[src/rtl/chacha_pkg.sv]
// Shared types and constants for the sequential ChaCha block engine.
// The step table maps each quarter-round slot to its four state-word indices.
package chacha_pkg;

    localparam int NUM_WORDS = 16;

    typedef enum logic [1:0] {
        LOAD  = 2'd0,
        ROUND = 2'd1,
        OUT   = 2'd2
    } state_t;

    // Packed tables: the rightmost entry is slot 0; slots 0..3 are columns, 4..7 are diagonals.
    localparam logic [7:0][3:0] A_IDX = {4'd3, 4'd2, 4'd1, 4'd0, 4'd3, 4'd2, 4'd1, 4'd0};
    localparam logic [7:0][3:0] B_IDX = {4'd4, 4'd7, 4'd6, 4'd5, 4'd7, 4'd6, 4'd5, 4'd4};
    localparam logic [7:0][3:0] C_IDX = {4'd9, 4'd8, 4'd11, 4'd10, 4'd11, 4'd10, 4'd9, 4'd8};
    localparam logic [7:0][3:0] D_IDX = {4'd14, 4'd13, 4'd12, 4'd15, 4'd15, 4'd14, 4'd13, 4'd12};

    localparam logic [31:0] SIGMA0 = 32'h61707865;
    localparam logic [31:0] SIGMA1 = 32'h3320646e;
    localparam logic [31:0] SIGMA2 = 32'h79622d32;
    localparam logic [31:0] SIGMA3 = 32'h6b206574;

    function automatic logic [31:0] rotl32(input logic [31:0] x, input int unsigned n);
        return (x << n) | (x >> (32 - n));
    endfunction

endpackage

[src/rtl/chacha_qr.sv]
// Combinational ChaCha quarter-round: four add/xor/rotate stages on (a,b,c,d).
module chacha_qr
    import chacha_pkg::*;
(
    input  logic [31:0] a_i,
    input  logic [31:0] b_i,
    input  logic [31:0] c_i,
    input  logic [31:0] d_i,
    output logic [31:0] a_o,
    output logic [31:0] b_o,
    output logic [31:0] c_o,
    output logic [31:0] d_o
);

    logic [31:0] a1, b1, c1, d1;

    always_comb begin
        a1  = a_i + b_i;
        d1  = rotl32(d_i ^ a1, 16);
        c1  = c_i + d1;
        b1  = rotl32(b_i ^ c1, 12);
        a_o = a1 + b1;
        d_o = rotl32(d1 ^ a_o, 8);
        c_o = c1 + d_o;
        b_o = rotl32(b1 ^ c_o, 7);
    end

endmodule

[src/rtl/chacha_block_seq.sv]
// Sequential ChaCha block function: serial load, one quarter-round per cycle,
// feed-forward add of the original state, serial ready/valid output.
module chacha_block_seq
    import chacha_pkg::*;
#(
    parameter int DOUBLE_ROUNDS = 10
) (
    input  logic        clk,
    input  logic        rst,
    input  logic        in_valid,
    output logic        in_ready,
    input  logic [31:0] in_data,
    output logic        out_valid,
    input  logic        out_ready,
    output logic [31:0] out_data,
    output logic        busy
);

    localparam logic [3:0] DR_LAST = 4'(DOUBLE_ROUNDS - 1);

    state_t      state_q, state_d;
    logic [3:0]  word_idx_q, word_idx_d;
    logic [2:0]  qr_idx_q, qr_idx_d;
    logic [3:0]  dr_cnt_q, dr_cnt_d;
    logic [31:0] orig_q [NUM_WORDS];
    logic [31:0] orig_d [NUM_WORDS];
    logic [31:0] work_q [NUM_WORDS];
    logic [31:0] work_d [NUM_WORDS];

    logic [3:0]  a_idx, b_idx, c_idx, d_idx;
    logic [31:0] qa, qb, qc, qd;

    assign a_idx = A_IDX[qr_idx_q];
    assign b_idx = B_IDX[qr_idx_q];
    assign c_idx = C_IDX[qr_idx_q];
    assign d_idx = D_IDX[qr_idx_q];

    chacha_qr u_qr (
        .a_i (work_q[a_idx]),
        .b_i (work_q[b_idx]),
        .c_i (work_q[c_idx]),
        .d_i (work_q[d_idx]),
        .a_o (qa),
        .b_o (qb),
        .c_o (qc),
        .d_o (qd)
    );

    always_comb begin
        state_d    = state_q;
        word_idx_d = word_idx_q;
        qr_idx_d   = qr_idx_q;
        dr_cnt_d   = dr_cnt_q;
        orig_d     = orig_q;
        work_d     = work_q;
        in_ready   = 1'b0;
        out_valid  = 1'b0;
        out_data   = '0;
        busy       = 1'b0;
        unique case (state_q)
            LOAD: begin
                in_ready = 1'b1;
                if (in_valid) begin
                    orig_d[word_idx_q] = in_data;
                    work_d[word_idx_q] = in_data;
                    word_idx_d         = word_idx_q + 4'd1;
                    if (word_idx_q == 4'd15) state_d = ROUND;
                end
            end
            ROUND: begin
                busy          = 1'b1;
                work_d[a_idx] = qa;
                work_d[b_idx] = qb;
                work_d[c_idx] = qc;
                work_d[d_idx] = qd;
                qr_idx_d      = qr_idx_q + 3'd1;
                if (qr_idx_q == 3'd7) begin
                    if (dr_cnt_q == DR_LAST) begin
                        dr_cnt_d = '0;
                        state_d  = OUT;
                    end else begin
                        dr_cnt_d = dr_cnt_q + 4'd1;
                    end
                end
            end
            OUT: begin
                busy      = 1'b1;
                out_valid = 1'b1;
                out_data  = work_q[word_idx_q] + orig_q[word_idx_q];
                if (out_ready) begin
                    word_idx_d = word_idx_q + 4'd1;
                    if (word_idx_q == 4'd15) state_d = LOAD;
                end
            end
            default: state_d = LOAD;
        endcase
    end

    always_ff @(posedge clk or posedge rst) begin
        if (rst) begin
            state_q    <= LOAD;
            word_idx_q <= '0;
            qr_idx_q   <= '0;
            dr_cnt_q   <= '0;
        end else begin
            state_q    <= state_d;
            word_idx_q <= word_idx_d;
            qr_idx_q   <= qr_idx_d;
            dr_cnt_q   <= dr_cnt_d;
        end
    end

    // Word storage carries no reset; a discarded block is simply overwritten by the next load.
    always_ff @(posedge clk) begin
        orig_q <= orig_d;
        work_q <= work_d;
    end

endmodule

[config.mk]
export PLATFORM = sky130hd
export DESIGN_NAME = chacha_block_seq
export DESIGN_NICKNAME = d
export VERILOG_FILES = /design/src/rtl/chacha_pkg.sv /design/src/rtl/chacha_qr.sv /design/src/rtl/chacha_block_seq.sv
export SDC_FILE = /design/constraint.sdc
export NUM_CORES = 2
export LEC_CHECK = 0
export ABC_AREA = 1
export CORE_ASPECT_RATIO = 1.25
export CORE_MARGIN = 4
export CORE_UTILIZATION = 50
export DETAILED_ROUTE_END_ITERATION = 8
export PLACE_DENSITY = 0.68
export SLEW_MARGIN = 25
export SYNTH_ARGS = -nofsm -noshare
export SYNTH_HDL_FRONTEND = slang
export SYNTH_HIERARCHICAL = 1
export SYNTH_SLANG_ARGS = --single-unit
[constraint.sdc]
create_clock -name clk -period 10.1 [get_ports clk]
set_input_delay 2.02 -clock clk [delete_from_list [all_inputs] [get_ports clk]]
set_output_delay 2.02 -clock clk [all_outputs]
set_load 0.02 [all_outputs]
==> reports/results.ini <==
[status]
status=finished with violations
violations=DRC

[timing]
finalHoldViolCount=0
fin_worst_skew_ns=0.0513
setup-tns-final_ns=0
setup-violations-final=0
max_freq_mhz=102
final-max-slew-violation-count=0
tightestPinTransition_ns=1.09
slew_headroom_pct=26.8
timing.hold.ws_ns=0.524
period_share_pct=97.5
fin_crit_ns=9.84

[critical_path]
r2r_setup_slack_ns=0.26
critPathMaxStageDelay_ns=0.42
path_max_fanout=14
cp_slowest_cell=ha_1
crit_top_cell=nand2_1
cp_top_family=simple AND/OR/NAND/NOR gates
cp-end-kind=flop
critPathLaunchType=flop
required_ns=10.50
cp_num_buf_inv=17
crit_type=reg2reg
arrival_ns=10.25

[synthesis]
synth_edf_count=1024
yosysWarnings=6
ys_ff_latch=1037
yosysSeqAreaShare_pct=52.4
synth_top_flop_cell=edfxtp_1
avgSynthCellArea_um2=9.13
synthCells=6504
syn_nets=6714
synth_cell_type_count=67
synth.area.top_cells=edfxtp_1, o22ai_1, nand2_1
synth_area_um2=59400
async_flop_share_pct=1.25
synth.top_cell.area_share_pct=51.8
yosysTopAreaCell=edfxtp_1

[drt]
vias=57600
ant_nets=0
wirelength_mm=267
avgViaCountPerCell=6.47
drt-pass1-iter-count=9
drc_errors=11
drt_iter0_drc=8724
wl_per_cell_um=30.0

[finish]
final_nets=7449
fin_util_pct=62.3
n_fill_cell=9843
final_common_cell=nand2_1
area_growth_syn_to_layout_pct=23.9
layout-drive-gt1-share_pct=21.8
layout_common_cells=nand2_1, edfxtp_1, buf_4

[global_routing]
track_usage_pct=41.6
grt_pass1_vias=53500
grt_start_max_net_pins=204
grt-ovfl-total=0
grt_pass1_wl_mm=371
grt_antenna_before_repair=16

[floorplanning]
rows=141
die_w_um=316
coreArea_um2=118000
die_h_um=393
io_pins=71
dieArea_um2=124000
start_util_pct=50.3

[clocking]
cts-root-buf=clkbuf_16
cts.htree.levels=3
clockBufferDepth=3
cts_hold_buf=0
cts.clk_slew.worst_paths_ns=0.06
cts.sink_count=1037
cts_tree=yes
clk_latency_ns=0.75
cts_inserted_buffers=100

[placement]
gp_congestion=1.09
hpwl_mm=191
io_buffers=70

[hold_path]
hold_class=reg2reg

[run]
drv_cap=0

cell usage after synthesis, types with 19 or more instances:
cell type and count:
o22ai_1 765, a21o_1 24, nor3_1 28, o21bai_1 21, ha_1 169, a21oi_1 202
buf_2 114, a22oi_1 100, o21ai_1 34, xnor2_1 38, edfxtp_1 1024, inv_2 22
buf_1 31, nor2_1 757, nand2_1 1217, inv_1 450, o211ai_1 27, clkbuf_1 240
o21ai_0 645, nand4_1 108, nand3_1 150, xor2_1 131, buf_4 19
per-stage QoR:
step           area [µm²]  instances  setup WS [ns]
6_report            73600       8905          0.256
5_1_grt             73500       8898        -0.0997
4_1_cts             71700       8865        0.00565
3_5_place_dp        67800       8648         -0.660
3_3_place_gp        67800       8648         -0.529
2_1_floorplan       59400       6504          0.132
cell type report:
class	instances	area (µm²)	share of cell area, %
antenna	8	20.0	0.0272
clock buffer	118	2570	3.49
clock inverter	69	686	0.932
inverter	474	1810	2.46
multi-input combinational	4581	27000	36.7
sequential	1037	31100	42.3
tap	1573	1970	2.68
timing repair buffer	1045	8420	11.4
worst min-delay path: cells and delay by family, from the launching register on:
kind / cells / cell delay [ns]
flip-flops: 1 / 0.36
AND/OR/NAND/NOR: 2 / 0.12
sequential cells by signal, indices dropped and copies added, names as in the netlist:
| signal | cells |
|---|---|
| state_q | 2 |
| work_q | 512 |
| dr_cnt_q | 4 |
| orig_q | 512 |
| qr_idx_q | 3 |
| word_idx_q | 4 |
cells by family after synthesis:
logic type | Yosys count | share of synthesized area [%]
compound gates | 1893 | 18.7
buf+inv | 886 | 6.04
flops | 1037 | 52.4
xor+xnor | 191 | 3.21
fa+ha+maj | 174 | 3.73
simple gates | 2323 | 15.9
worst paths after layout:
check                                 to        start  cells after the start
max reg2reg                  work_q[246]  qr_idx_q[0]                     64
min                          dr_cnt_q[0]  dr_cnt_q[0]                      2
min in group asynchronous    qr_idx_q[1]          rst                      2
max in group asynchronous  word_idx_q[1]          rst                      2
max                          work_q[246]  qr_idx_q[0]                     64
min reg2reg                  dr_cnt_q[0]  dr_cnt_q[0]                      2
repair_timing:
action	4_1_cts	5_1_grt
endpoints found under the setup margin	204	219
resized for setup	85	339
setup buffers	30	34
pin swaps	42	159
routing by layer:
| layer | vias to the layer above | track usage (%) | wire length (µm) |
|---|---|---|---|
| met2 | 4219 | 66.9 | 120000 |
| met5 | - | 0 | 90 |
| li1 | 24800 | - | - |
| met3 | 1121 | 11.5 | 32400 |
| met1 | 27500 | 47.5 | 88400 |
| met4 | 14 | 30.6 | 25700 |
Power is not shown: default switching activity piles up to over one toggle a cycle in this logic, so the estimate is an artifact.
